--- config.mk ---
export PLATFORM = sky130hd
export DESIGN_NAME = opcode_dispatcher_flat
export DESIGN_NICKNAME = d
export VERILOG_FILES = /design/src/rtl/opcode_dispatcher_if.sv /design/src/rtl/opcode_dispatcher.sv /design/src/flat_wrapper.sv
export SDC_FILE = /design/constraint.sdc
export NUM_CORES = 1
export LEC_CHECK = 0
export ABC_AREA = 0
export CORE_MARGIN = 5
export CORE_UTILIZATION = 35
export DETAILED_ROUTE_END_ITERATION = 16
export GPL_TIMING_DRIVEN = 0
export PLACE_DENSITY_LB_ADDON = 0.3
export SYNTH_ARGS = -nofsm -noshare
export SYNTH_HDL_FRONTEND = slang
export SYNTH_SLANG_ARGS = --single-unit
--- constraint.sdc ---
create_clock -name Clk -period 2.3 [get_ports Clk]
set_input_delay 0.23 -clock Clk [delete_from_list [all_inputs] [get_ports Clk]]
set_output_delay 0.23 -clock Clk [all_outputs]
set_load 0.05 [all_outputs]
--- src/rtl/opcode_dispatcher_if.sv ---
// ---------------------------------------------------------------------------
// opcode_dispatcher_if
// Purpose : groups the host-side write port, the compiler handshake and the
//           dispatcher status outputs into a single bundle.
// Signals :
//   OpcodeIn [7:0]  host -> dispatcher opcode word
//   Push            host write strobe
//   Ready           compiler status level (1 = idle)
//   Opcode   [7:0]  opcode presented to the compiler
//   Start           one-cycle request to the compiler
//   Full/Empty      queue status
//   Level    [2:0]  queue occupancy 0..4
//   Busy            dispatcher FSM not idle
//   IssueCount[7:0] Start pulses issued, modulo 256
//   Timeout         one-cycle watchdog expiry pulse
//   Illegal         one-cycle pulse when an opcode is filtered out
// Modports: master = host/compiler side, slave = dispatcher.
// ---------------------------------------------------------------------------
interface opcode_dispatcher_if;
  logic [7:0] OpcodeIn;
  logic       Push;
  logic       Ready;
  logic [7:0] Opcode;
  logic       Start;
  logic       Full;
  logic       Empty;
  logic [2:0] Level;
  logic       Busy;
  logic [7:0] IssueCount;
  logic       Timeout;
  logic       Illegal;

  modport master (
    output OpcodeIn, Push, Ready,
    input  Opcode, Start, Full, Empty, Level, Busy, IssueCount, Timeout, Illegal
  );

  modport slave (
    input  OpcodeIn, Push, Ready,
    output Opcode, Start, Full, Empty, Level, Busy, IssueCount, Timeout, Illegal
  );
endinterface

--- src/rtl/opcode_dispatcher.sv ---
// ---------------------------------------------------------------------------
// opcode_dispatcher
// Purpose : buffers host opcodes in a 4-entry FIFO and hands them one at a
//           time to a compiler using a Start / Ready handshake, with a
//           watchdog on the compiler's acknowledge.
// Ports   :
//   Clk  - sole clock, rising edge
//   Rst  - asynchronous active-low reset
//   bus  - opcode_dispatcher_if.slave (host write port, compiler handshake,
//          queue/FSM status)
// Option  : define OPCODE_FILTER_EN to discard opcodes outside the legal set
//           instead of issuing them (Illegal pulses for each discard).
//           Without the macro every opcode is issued and Illegal stays 0.
// ---------------------------------------------------------------------------
module opcode_dispatcher (
  input  logic                Clk,
  input  logic                Rst,
  opcode_dispatcher_if.slave  bus
);

  typedef enum logic [1:0] {
    IDLE      = 2'd0,
    ISSUE     = 2'd1,
    WAIT_BUSY = 2'd2,
    WAIT_DONE = 2'd3
  } state_t;

  state_t     state_q, state_d;
  logic [7:0] fifo_q [4];
  // Pointers carry a wrap bit in [2] so full and empty can be told apart.
  logic [2:0] wr_ptr_q, wr_ptr_d;
  logic [2:0] rd_ptr_q, rd_ptr_d;
  logic [7:0] opcode_q, opcode_d;
  logic [7:0] issue_count_q, issue_count_d;
  logic [3:0] wdog_q, wdog_d;
  logic       timeout_q, timeout_d;
  logic       illegal_q, illegal_d;

  logic       full;
  logic       empty;
  logic       pop;
  logic       push_ok;
  logic [7:0] head;
  logic       head_legal;

  assign full  = (wr_ptr_q[1:0] == rd_ptr_q[1:0]) && (wr_ptr_q[2] != rd_ptr_q[2]);
  assign empty = (wr_ptr_q == rd_ptr_q);
  assign head  = fifo_q[rd_ptr_q[1:0]];

  // A push into a full queue still lands if the head leaves on the same edge.
  assign push_ok = bus.Push && (!full || pop);

`ifdef OPCODE_FILTER_EN
  always_comb begin
    head_legal = (head <= 8'h19)
              || ((head >= 8'h40) && (head <= 8'h47))
              || (head == 8'h49) || (head == 8'h4A)
              || (head == 8'h80) || (head == 8'h81);
  end
`else
  assign head_legal = 1'b1;
`endif

  // FSM next state and registered outputs.
  always_comb begin
    state_d       = state_q;
    opcode_d      = opcode_q;
    issue_count_d = issue_count_q;
    wdog_d        = wdog_q;
    timeout_d     = 1'b0;
    illegal_d     = 1'b0;
    pop           = 1'b0;
    case (state_q)
      IDLE: begin
        if (!empty) begin
          pop = 1'b1;
          if (head_legal) begin
            opcode_d = head;
            state_d  = ISSUE;
          end else begin
            // Discarded head: nothing is issued, FSM stays idle.
            illegal_d = 1'b1;
          end
        end
      end
      ISSUE: begin
        issue_count_d = issue_count_q + 8'd1;
        wdog_d        = 4'd0;
        state_d       = WAIT_BUSY;
      end
      WAIT_BUSY: begin
        if (!bus.Ready) begin
          state_d = WAIT_DONE;
        end else if (wdog_q == 4'hF) begin
          // 16th consecutive edge without the compiler going busy.
          timeout_d = 1'b1;
          state_d   = IDLE;
        end else begin
          wdog_d = wdog_q + 4'd1;
        end
      end
      WAIT_DONE: begin
        if (bus.Ready) begin
          state_d = IDLE;
        end
      end
      default: state_d = IDLE;
    endcase
  end

  always_comb begin
    wr_ptr_d = wr_ptr_q + {2'b00, push_ok};
    rd_ptr_d = rd_ptr_q + {2'b00, pop};
  end

  always_ff @(posedge Clk or negedge Rst) begin
    if (!Rst) begin
      state_q       <= IDLE;
      wr_ptr_q      <= 3'd0;
      rd_ptr_q      <= 3'd0;
      opcode_q      <= 8'h00;
      issue_count_q <= 8'h00;
      wdog_q        <= 4'd0;
      timeout_q     <= 1'b0;
      illegal_q     <= 1'b0;
    end else begin
      state_q       <= state_d;
      wr_ptr_q      <= wr_ptr_d;
      rd_ptr_q      <= rd_ptr_d;
      opcode_q      <= opcode_d;
      issue_count_q <= issue_count_d;
      wdog_q        <= wdog_d;
      timeout_q     <= timeout_d;
      illegal_q     <= illegal_d;
    end
  end

  // Queue storage needs no reset: the pointers define which entries are valid.
  always_ff @(posedge Clk) begin
    if (push_ok) begin
      fifo_q[wr_ptr_q[1:0]] <= bus.OpcodeIn;
    end
  end

  assign bus.Opcode     = opcode_q;
  assign bus.Start      = (state_q == ISSUE);
  assign bus.Full       = full;
  assign bus.Empty      = empty;
  assign bus.Level      = wr_ptr_q - rd_ptr_q;
  assign bus.Busy       = (state_q != IDLE);
  assign bus.IssueCount = issue_count_q;
  assign bus.Timeout    = timeout_q;
  // Without the filter illegal_d is constant 0, so this is a tied-off 0.
  assign bus.Illegal    = illegal_q;

endmodule

--- src/flat_wrapper.sv ---
// flat-port wrapper written by rule: the top's interface ports become plain ports
module opcode_dispatcher_flat 
  (Clk, Rst, bus_OpcodeIn, bus_Push, bus_Ready, bus_Opcode, bus_Start, bus_Full, bus_Empty, bus_Level, bus_Busy, bus_IssueCount, bus_Timeout, bus_Illegal);
  opcode_dispatcher_if bus_i ();
  input  logic Clk;
  input  logic Rst;
  input wire logic [$bits(bus_i.OpcodeIn)-1:0] bus_OpcodeIn;
  input wire logic [$bits(bus_i.Push)-1:0] bus_Push;
  input wire logic [$bits(bus_i.Ready)-1:0] bus_Ready;
  output wire logic [$bits(bus_i.Opcode)-1:0] bus_Opcode;
  output wire logic [$bits(bus_i.Start)-1:0] bus_Start;
  output wire logic [$bits(bus_i.Full)-1:0] bus_Full;
  output wire logic [$bits(bus_i.Empty)-1:0] bus_Empty;
  output wire logic [$bits(bus_i.Level)-1:0] bus_Level;
  output wire logic [$bits(bus_i.Busy)-1:0] bus_Busy;
  output wire logic [$bits(bus_i.IssueCount)-1:0] bus_IssueCount;
  output wire logic [$bits(bus_i.Timeout)-1:0] bus_Timeout;
  output wire logic [$bits(bus_i.Illegal)-1:0] bus_Illegal;
  assign bus_i.OpcodeIn = bus_OpcodeIn;
  assign bus_i.Push = bus_Push;
  assign bus_i.Ready = bus_Ready;
  assign bus_Opcode = bus_i.Opcode;
  assign bus_Start = bus_i.Start;
  assign bus_Full = bus_i.Full;
  assign bus_Empty = bus_i.Empty;
  assign bus_Level = bus_i.Level;
  assign bus_Busy = bus_i.Busy;
  assign bus_IssueCount = bus_i.IssueCount;
  assign bus_Timeout = bus_i.Timeout;
  assign bus_Illegal = bus_i.Illegal;
  opcode_dispatcher u_core (.Clk(Clk), .Rst(Rst), .bus(bus_i));
endmodule
==> reports/qor.yml, run 1 <==
seq_area_frac_synth_pct: 64.96
most-common-layout-cells: "edfxtp_1 (32), dfrtp_1 (29), clkdlybuf4s50_1 (27), inv_1 (13), ha_1 (13)"
drive_gt1_share_pct: 22.22
startpoint_type: "flip-flop"
finClkSkew_ns: 0.008324
grt_pass1_vias: 1506
synth_area_per_cell_um2: 15.27
dr.pass1.iters: 4
place_hpwl_um: 3090
final.min_clock_period_ns: 2.184
grt_max_degree: 30
crit_required_ns: 2.07
postRouteAntennaNets: 0
antenna_found_initial: 0
cp.arrival_ns: 1.95
numCtsBuffers: 9
die_h_um: 96.13
chipWidth_um: 96.13
clk_path_buf_depth: 2
drc_errors: 0
gp_congestion: 0.7915
fin_setup_tns_ns: 0
std_cell_rows: 31
dieArea_um2: 9240
synthDistinctLibCells: 34
synthesis.nets: 196
r2r-end: "u_core.wr_ptr_q[2]"
crit_type: "flip-flop to primary output"
path_cells: "inv_1 -> ha_1 -> fa_1 -> inv_1 -> clkdlybuf4s15_2"
post-route-util_pct: 45.99
htree_levels: 3
critPathMaxFanout: 4
cpMostUsedCell: "inv_1"
hp-start: "u_core.bus.IssueCount[7]"
synth_area_um2: 2596
synth_cells: 170
clk_latency_ns: 0.34
grt_pass1_wl_um: 7679
clk_pin_slew_worst_paths_ns: 0.07
setup_viol: 0
via_count: 1490
io_pins: 37
layout_worst_path_cycle_share_pct: 94.96
holdWs_ns: 0.4645
critical_path.top_delay_family: "adder cells"
slowest_delay_ns: 0.42
drv_slew: 0
worstHoldPathType: "flip-flop to flip-flop"
core_um2: 7253
avgRoutedWirePerCell_um: 14.10
n_antenna_cell: 0
layout_commonest_cell: "edfxtp_1"
worstMarginPinSlew_ns: 0.7241
cp_num_buf_inv: 3
nNetsFinal: 246
wl_um: 4570
track_usage_pct: 11.58
finalHoldViolations: 0
start_util_pct: 35.79
crit_start: "u_core.wr_ptr_q[0]"
relSlewSlack_pct: 51.47
cts_root_buffer: "clkbuf_8"
ff2ff_path_depth: 8
holdPathEnd: "u_core.bus.IssueCount[7]"
ys_warn_count: 0
grt-ovfl-total: 0
drtIter0Drc: 50
regToRegSetupSlack_ns: 0.15
cap_violations: 0
cts.sinks: 61
critPathCaptureType: "primary output"
stdcell_area_um2: 3336
via_per_inst: 4.599
io_buffers: 35
holdPathStages: 1
max_freq_mhz: 457.8
status: "finished clean"
place_area_um2: 3065
crit_slowest_cell: "dfrtp_1"
ys_ff_latch: 61
area_delta_synth_final_pct: 28.48
cts_tree: "done"
crit-reg2reg-launch: "u_core.wr_ptr_q[0]"
-- per-layer routing --
layer,part of all wire [%],vias up,routed length [um],GRT usage (%)
met1,42,739,1941,13.78
met4,1.6,0,71,6.043
met3,4.3,4,195,4.222
met2,52,26,2362,18.29
met5,0,-,0,0
li1,-,721,-,-
-- worst reg2reg max path, cell delays in order, from the launching register on --
cell	delay (ns)
dfrtp_1	0.41
inv_1	0.13
ha_1	0.37
nand2_2	0.13
o31ai_4	0.39
inv_1	0.08
ha_1	0.20
ha_1	0.19
xor2_1	0.14
-- timing repair --
item                                    in CTS  in global routing
gates resized for setup                     30                  6
hold endpoints to repair                    29                  0
pin swaps                                    0                  1
hold buffers                                 1                  0
setup buffers                                0                  3
endpoints found under the setup margin      51                 32
-- stage by stage --
| stage | setup WS [ns] | instances |
|---|---|---|
| after detailed placement | -0.7711 | 304 |
| after floorplan | -0.01334 | 170 |
| final | 0.1158 | 324 |
| after global placement | -0.7445 | 304 |
| after CTS | -0.06105 | 321 |
| after global routing | -0.009578 | 324 |
-- Yosys cell counts --
| master | number | area, um2 |
|---|---|---|
| nand4_1 | 3 | 18.77 |
| clkbuf_1 | 2 | 7.510 |
| ha_1 | 13 | 162.7 |
| o21ai_2 | 1 | 8.760 |
| a21boi_0 | 1 | 7.510 |
| nand2_1 | 8 | 30.03 |
| or4_1 | 1 | 7.510 |
| buf_4 | 1 | 7.510 |
| nor2b_1 | 1 | 6.260 |
| mux2_2 | 9 | 101.4 |
| o21ai_0 | 2 | 10.01 |
| o211ai_1 | 1 | 7.510 |
| xor2_1 | 6 | 52.55 |
| mux4_2 | 8 | 180.2 |
| dfrtp_1 | 29 | 725.7 |
| buf_2 | 1 | 5.000 |
| inv_1 | 13 | 48.80 |
| or3_1 | 1 | 6.260 |
| a21oi_1 | 2 | 10.01 |
| nor2_1 | 6 | 22.52 |
| o31a_1 | 1 | 8.760 |
| fa_1 | 1 | 20.02 |
| nand3_1 | 6 | 30.03 |
| mux2i_1 | 1 | 10.01 |
| o221ai_1 | 1 | 8.760 |
| o31ai_1 | 1 | 7.510 |
| and3_1 | 2 | 12.51 |
| a32o_1 | 1 | 10.01 |
| edfxtp_1 | 32 | 960.9 |
| xnor2_1 | 6 | 52.55 |
| a31oi_1 | 2 | 12.51 |
| nor3_1 | 4 | 20.02 |
| nand2b_1 | 2 | 12.51 |
| conb_1 | 1 | 3.750 |
-- sequential cells by signal, summed over array words and instances, names as in the netlist --
signal and count:
u_core.fifo_q 32, u_core.state_q 2, u_core.wr_ptr_q 3, u_core.bus.IssueCount 8, u_core.wdog_q 4, u_core.bus.Opcode 8, u_core.rd_ptr_q 3, u_core.bus.Timeout 1
-- logic make-up after synthesis --
family,Yosys count,share of synthesized area (%)
and+or+nand+nor,34,6.410
AOI/OAI and AO/OA,13,3.519
xor gates and xnor gates,12,4.048
muxes,18,11.23
buffers and inverters,17,2.651
other,1,0.1444
DFF,61,64.96
adders and majority gates,14,7.036
-- cell type report --
cell class,instances,area [um2]
inverter,13,48.80
tap,99,123.9
fill,654,3918
clock inverter,6,63.81
timing repair buffer,39,366.6
multi-input combinational,92,890.9
sequential,61,1687
buffer,4,27.53
clock buffer,10,127.6
-- worst max-delay path by stage --
stage	cells past startpoint	endpoint	slack, ns
6_report	5	bus_Level[1]	0.12
5_1_grt	8	u_core.wr_ptr_q[2]	-0.01
4_1_cts	6	u_core.fifo_q[3][4]	-0.06
3_5_place_dp	6	u_core.fifo_q[1][1]	-0.77
3_3_place_gp	6	u_core.fifo_q[1][1]	-0.74
2_1_floorplan	6	u_core.fifo_q[0][0]	-0.01
Power of run 1 is not shown: default switching activity piles up to over one toggle a cycle in this logic, so the estimate is an artifact.
==> run 2: changes to the inputs <==
- CORE_MARGIN: 5 -> not set
- DONT_BUFFER_PORTS: not set -> 1
==> run 2 against run 1 <==
  * Design area down 5.9%
  * Clock skew is 0.0035 ns higher
  * Flip-flop and latch count unchanged
  * Non-clock buffer count down 28
  * Highest routed layer unchanged
  * Via count fell by 6.8%
  * First-iteration DRC count decreased by 8.0%
  * Cell count shrank 8.6%
  * Core utilization decreased by 2.5 points
  * Sequential share of layout area grew 3.3 points
  * Critical endpoint is now bus_Level[2]
  * Worst hold slack got worse by 0.43 ns
==> reports/qor.yml, run 2 (synthesis results as in run 1) <==
relSlewSlack_pct: 52.54
cp.arrival_ns: 1.98
startpoint_type: "flip-flop"
avgRoutedWirePerCell_um: 14.42
layout_commonest_cell: "edfxtp_1"
std_cell_rows: 31
worstMarginPinSlew_ns: 0.7119
cts.sinks: 61
max_freq_mhz: 452.9
fin_setup_tns_ns: 0
layout_worst_path_cycle_share_pct: 96.01
io_buffers: 0
clk_latency_ns: 0.33
via_count: 1388
crit_required_ns: 2.07
postRouteAntennaNets: 0
die_h_um: 88.13
area_delta_synth_final_pct: 20.87
cap_violations: 0
htree_levels: 3
most-common-layout-cells: "edfxtp_1 (32), dfrtp_1 (27), inv_1 (13), ha_1 (13)"
critPathCaptureType: "primary output"
gp_congestion: 0.6942
grt_max_degree: 30
grt_pass1_wl_um: 6582
largest_reg_flops: 32
grt-ovfl-total: 0
chipWidth_um: 88.13
setup_viol: 0
crit_type: "flip-flop to primary output"
dieArea_um2: 7766
cts_tree: "done"
core_um2: 7214
worstHoldPathType: "input port to flip-flop"
finalHoldViolations: 0
cts_root_buffer: "clkbuf_8"
drive_gt1_share_pct: 24.87
track_usage_pct: 11.94
n_antenna_cell: 0
clk_path_buf_depth: 2
dr.pass1.iters: 4
drv_slew: 0
drtIter0Drc: 46
nNetsFinal: 218
via_per_inst: 4.689
finClkSkew_ns: 0.01184
final.min_clock_period_ns: 2.208
io_pins: 37
drc_errors: 0
grt_setup_unrepaired: "true"
wl_um: 4269
multi_input_area_um2: 934.6
start_util_pct: 35.99
place_hpwl_um: 2855
clk_pin_slew_worst_paths_ns: 0.07
antenna_found_initial: 0
critPathMaxFanout: 4
fillers: 672
seq_area_um2: 1689
status: "finished clean"
grt_pass1_vias: 1317
numCtsBuffers: 9
run 2: worst max-delay path: stages (launching register included):
cell and delay, ns:
dfrtp_2 0.42, inv_1 0.14, ha_1 0.22, fa_1 0.46, xnor2_4 0.42
run 2: worst paths after layout:
kind | startpoint | end | slack [ns] | cells after the start
max in group asynchronous | Rst | u_core.wr_ptr_q[0] | 1.77 | 2
min | bus_Ready | u_core.bus.Timeout | 0.04 | 2
max | u_core.wr_ptr_q[0] | bus_Level[2] | 0.09 | 4
min reg2reg | u_core.rd_ptr_q[0] | u_core.rd_ptr_q[0] | 0.53 | 1
min in group asynchronous | Rst | u_core.bus.Timeout | 0.33 | 2
max reg2reg | u_core.wr_ptr_q[0] | u_core.fifo_q[0][5] | 0.12 | 5
run 2: cell type report:
| type | count | area share (%) |
|---|---|---|
| clock inverter | 5 | 1.954 |
| clock buffer | 11 | 4.187 |
| sequential | 61 | 53.83 |
| tap | 99 | 3.947 |
| timing repair buffer | 11 | 3.748 |
| buffer | 4 | 0.9968 |
| inverter | 13 | 1.555 |
| multi-input combinational | 92 | 29.78 |
run 2: metrics by stage:
stage | hold WS [ns] | setup slack (ns) | instance area [um2] | utilization, % | instances
final | 0.03854 | 0.09177 | 3138 | 43.50 | 296
after global routing | 0.04352 | -0.01440 | 3138 | 43.50 | 296
after CTS | 0.02534 | 0.01654 | 3120 | 43.25 | 295
after detailed placement | -0.06508 | -0.7348 | 2720 | 37.70 | 269
after global placement | -0.06492 | -0.6665 | 2720 | 37.70 | 269
after floorplan | -0.06559 | -0.01334 | 2596 | - | 170
run 2: timing repair:
action	in CTS	in global routing
setup endpoints to repair	49	20
hold buffers	10	0
pin swaps	1	1
gates resized for setup	18	4
hold endpoints to repair	61	0
setup buffers	0	1
run 2: per-layer routing:
layer / GRT usage (%) / routed length, um / vias to the layer above
li1: - / - / 664
met1: 13.46 / 1789 / 692
met2: 19.73 / 2214 / 24
met3: 3.487 / 183 / 8
met4: 7.918 / 82 / 0
met5: 0 / 0 / -
Power of run 2 is left out for the same reason.
==> RTL change, RTL diff (config.mk and constraints of run 2) <==
The 4 states of `state_t` get a one-hot encoding in 4 bits.
--- a/src/rtl/opcode_dispatcher.sv
+++ b/src/rtl/opcode_dispatcher.sv
@@ -18,11 +18,11 @@
   opcode_dispatcher_if.slave  bus
 );
 
-  typedef enum logic [1:0] {
-    IDLE      = 2'd0,
-    ISSUE     = 2'd1,
-    WAIT_BUSY = 2'd2,
-    WAIT_DONE = 2'd3
+  typedef enum logic [3:0] {
+    IDLE      = 4'b0001,
+    ISSUE     = 4'b0010,
+    WAIT_BUSY = 4'b0100,
+    WAIT_DONE = 4'b1000
   } state_t;
 
   state_t     state_q, state_d;
Check against the original RTL: no difference found for any inputs over 10 cycles, from zero or initial values and one cycle with Rst low; not proved beyond that.
==> RTL change against run 2 <==
  * Routed wire length is 5.9% higher
  * First-iteration DRC count is 11% higher
  * Cell count is 0.68% higher
  * Setup slack better by 0.049 ns
  * Synthesized area is 3.5% higher
  * Die area is 3.4% higher
  * Final area is 4.1% higher
  * Synthesized cell count is 1.2% lower
  * Highest routed layer unchanged
  * Largest cell class unchanged
  * Utilization is 1.1 points higher
  * Sequential cell count is 2 higher
Power is left out: the tool's default activity adds up to more than one toggle a clock period on the data nets, which glitch-free logic cannot reach.
==> RTL change: results (changes against run 2) <==
{| class="wikitable"
! Metric !! Value
|-
| Cell with the largest stage delay on the worst path || nor3_2
|-
| Clock buffer count || 10 (-1)
|-
| Number of gates resized after CTS || 14 (-4)
|-
| Area contributors post-synth || edfxtp_1 36%, dfrtp_1 28%, mux4_2 6.7%
|-
| Adder-cell share of the synthesized area || 4.469% (-2.6 points)
|-
| Detailed placement HPWL || 2929 um (+2.6%)
|-
| Launch instance of the worst register-to-register path || u_core.rd_ptr_q[1]
|-
| Outcome || complete, no violations
|-
| Count of filler cells inserted in the layout || 641 (-4.6%)
|-
| Most common library cells after synthesis || 32 x edfxtp_1, 30 x dfrtp_1, 10 x inv_1, 9 x nand2_1
|-
| Critical path's top delay family || simple AND/OR/NAND/NOR gates
|-
| Net total in the final layout || 215 (-1.4%)
|-
| Mean instance size in the synthesized netlist || 16.00 um^2 (+4.8%)
|-
| Share of cells above drive strength 1 || 29.65% (+4.8 points)
|-
| Largest incremental delay on the critical path || 0.61 ns (+0.15 ns)
|-
| Multi-input gate count || 88 (-4.3%)
|-
| Post-detailed-route wirelength per cell || 15.16 um (+5.1%)
|-
| Met1 wire length || 1938 um (+8.3%)
|-
| Standard cell area after detailed placement || 2811 um^2 (+3.4%)
|-
| M3 GR Usage || 6.124% (+2.6 points)
|-
| Share of the synthesized area in compound gates (AO/OA/AOI/OAI) || 2.886% (-0.63 points)
|-
| Total length of routed met2 wires || 2213 um (about the same)
|-
| Vias in the first global route || 1501 (+14%)
|-
| Global-route wire length before repair || 7314 um (+11%)
|-
| Fraction of synthesized area in multiplexers || 11.92% (+0.69 points)
|-
| Critical Setup Path Class || register to register
|-
| Number of standard cells in the layout, taps in and fillers out || 298 (+0.68%)
|}
RTL change: worst paths after layout:
kind | end | slack, ns | cells past startpoint
setup / recovery | u_core.fifo_q[0][7] | 0.14 | 6
hold / removal | u_core.bus.Timeout | 0.09 | 2
setup reg to reg | u_core.fifo_q[0][7] | 0.14 | 6
hold reg to reg | u_core.wr_ptr_q[2] | 0.52 | 1
max in group asynchronous | u_core.state_q[0] | 1.72 | 2
min in group asynchronous | u_core.wdog_q[2] | 0.34 | 2
RTL change: per-stage QoR:
stage	TNS, ns	hold WS [ns]	setup slack [ns]
2_1_floorplan	0	-0.06559	0.01513
3_3_place_gp	-22.92	-0.06467	-0.6993
3_5_place_dp	-24.49	-0.06462	-0.7865
4_1_cts	0	0.07538	0.002718
5_1_grt	0	0.08743	0.008353
6_report	0	0.09227	0.1403
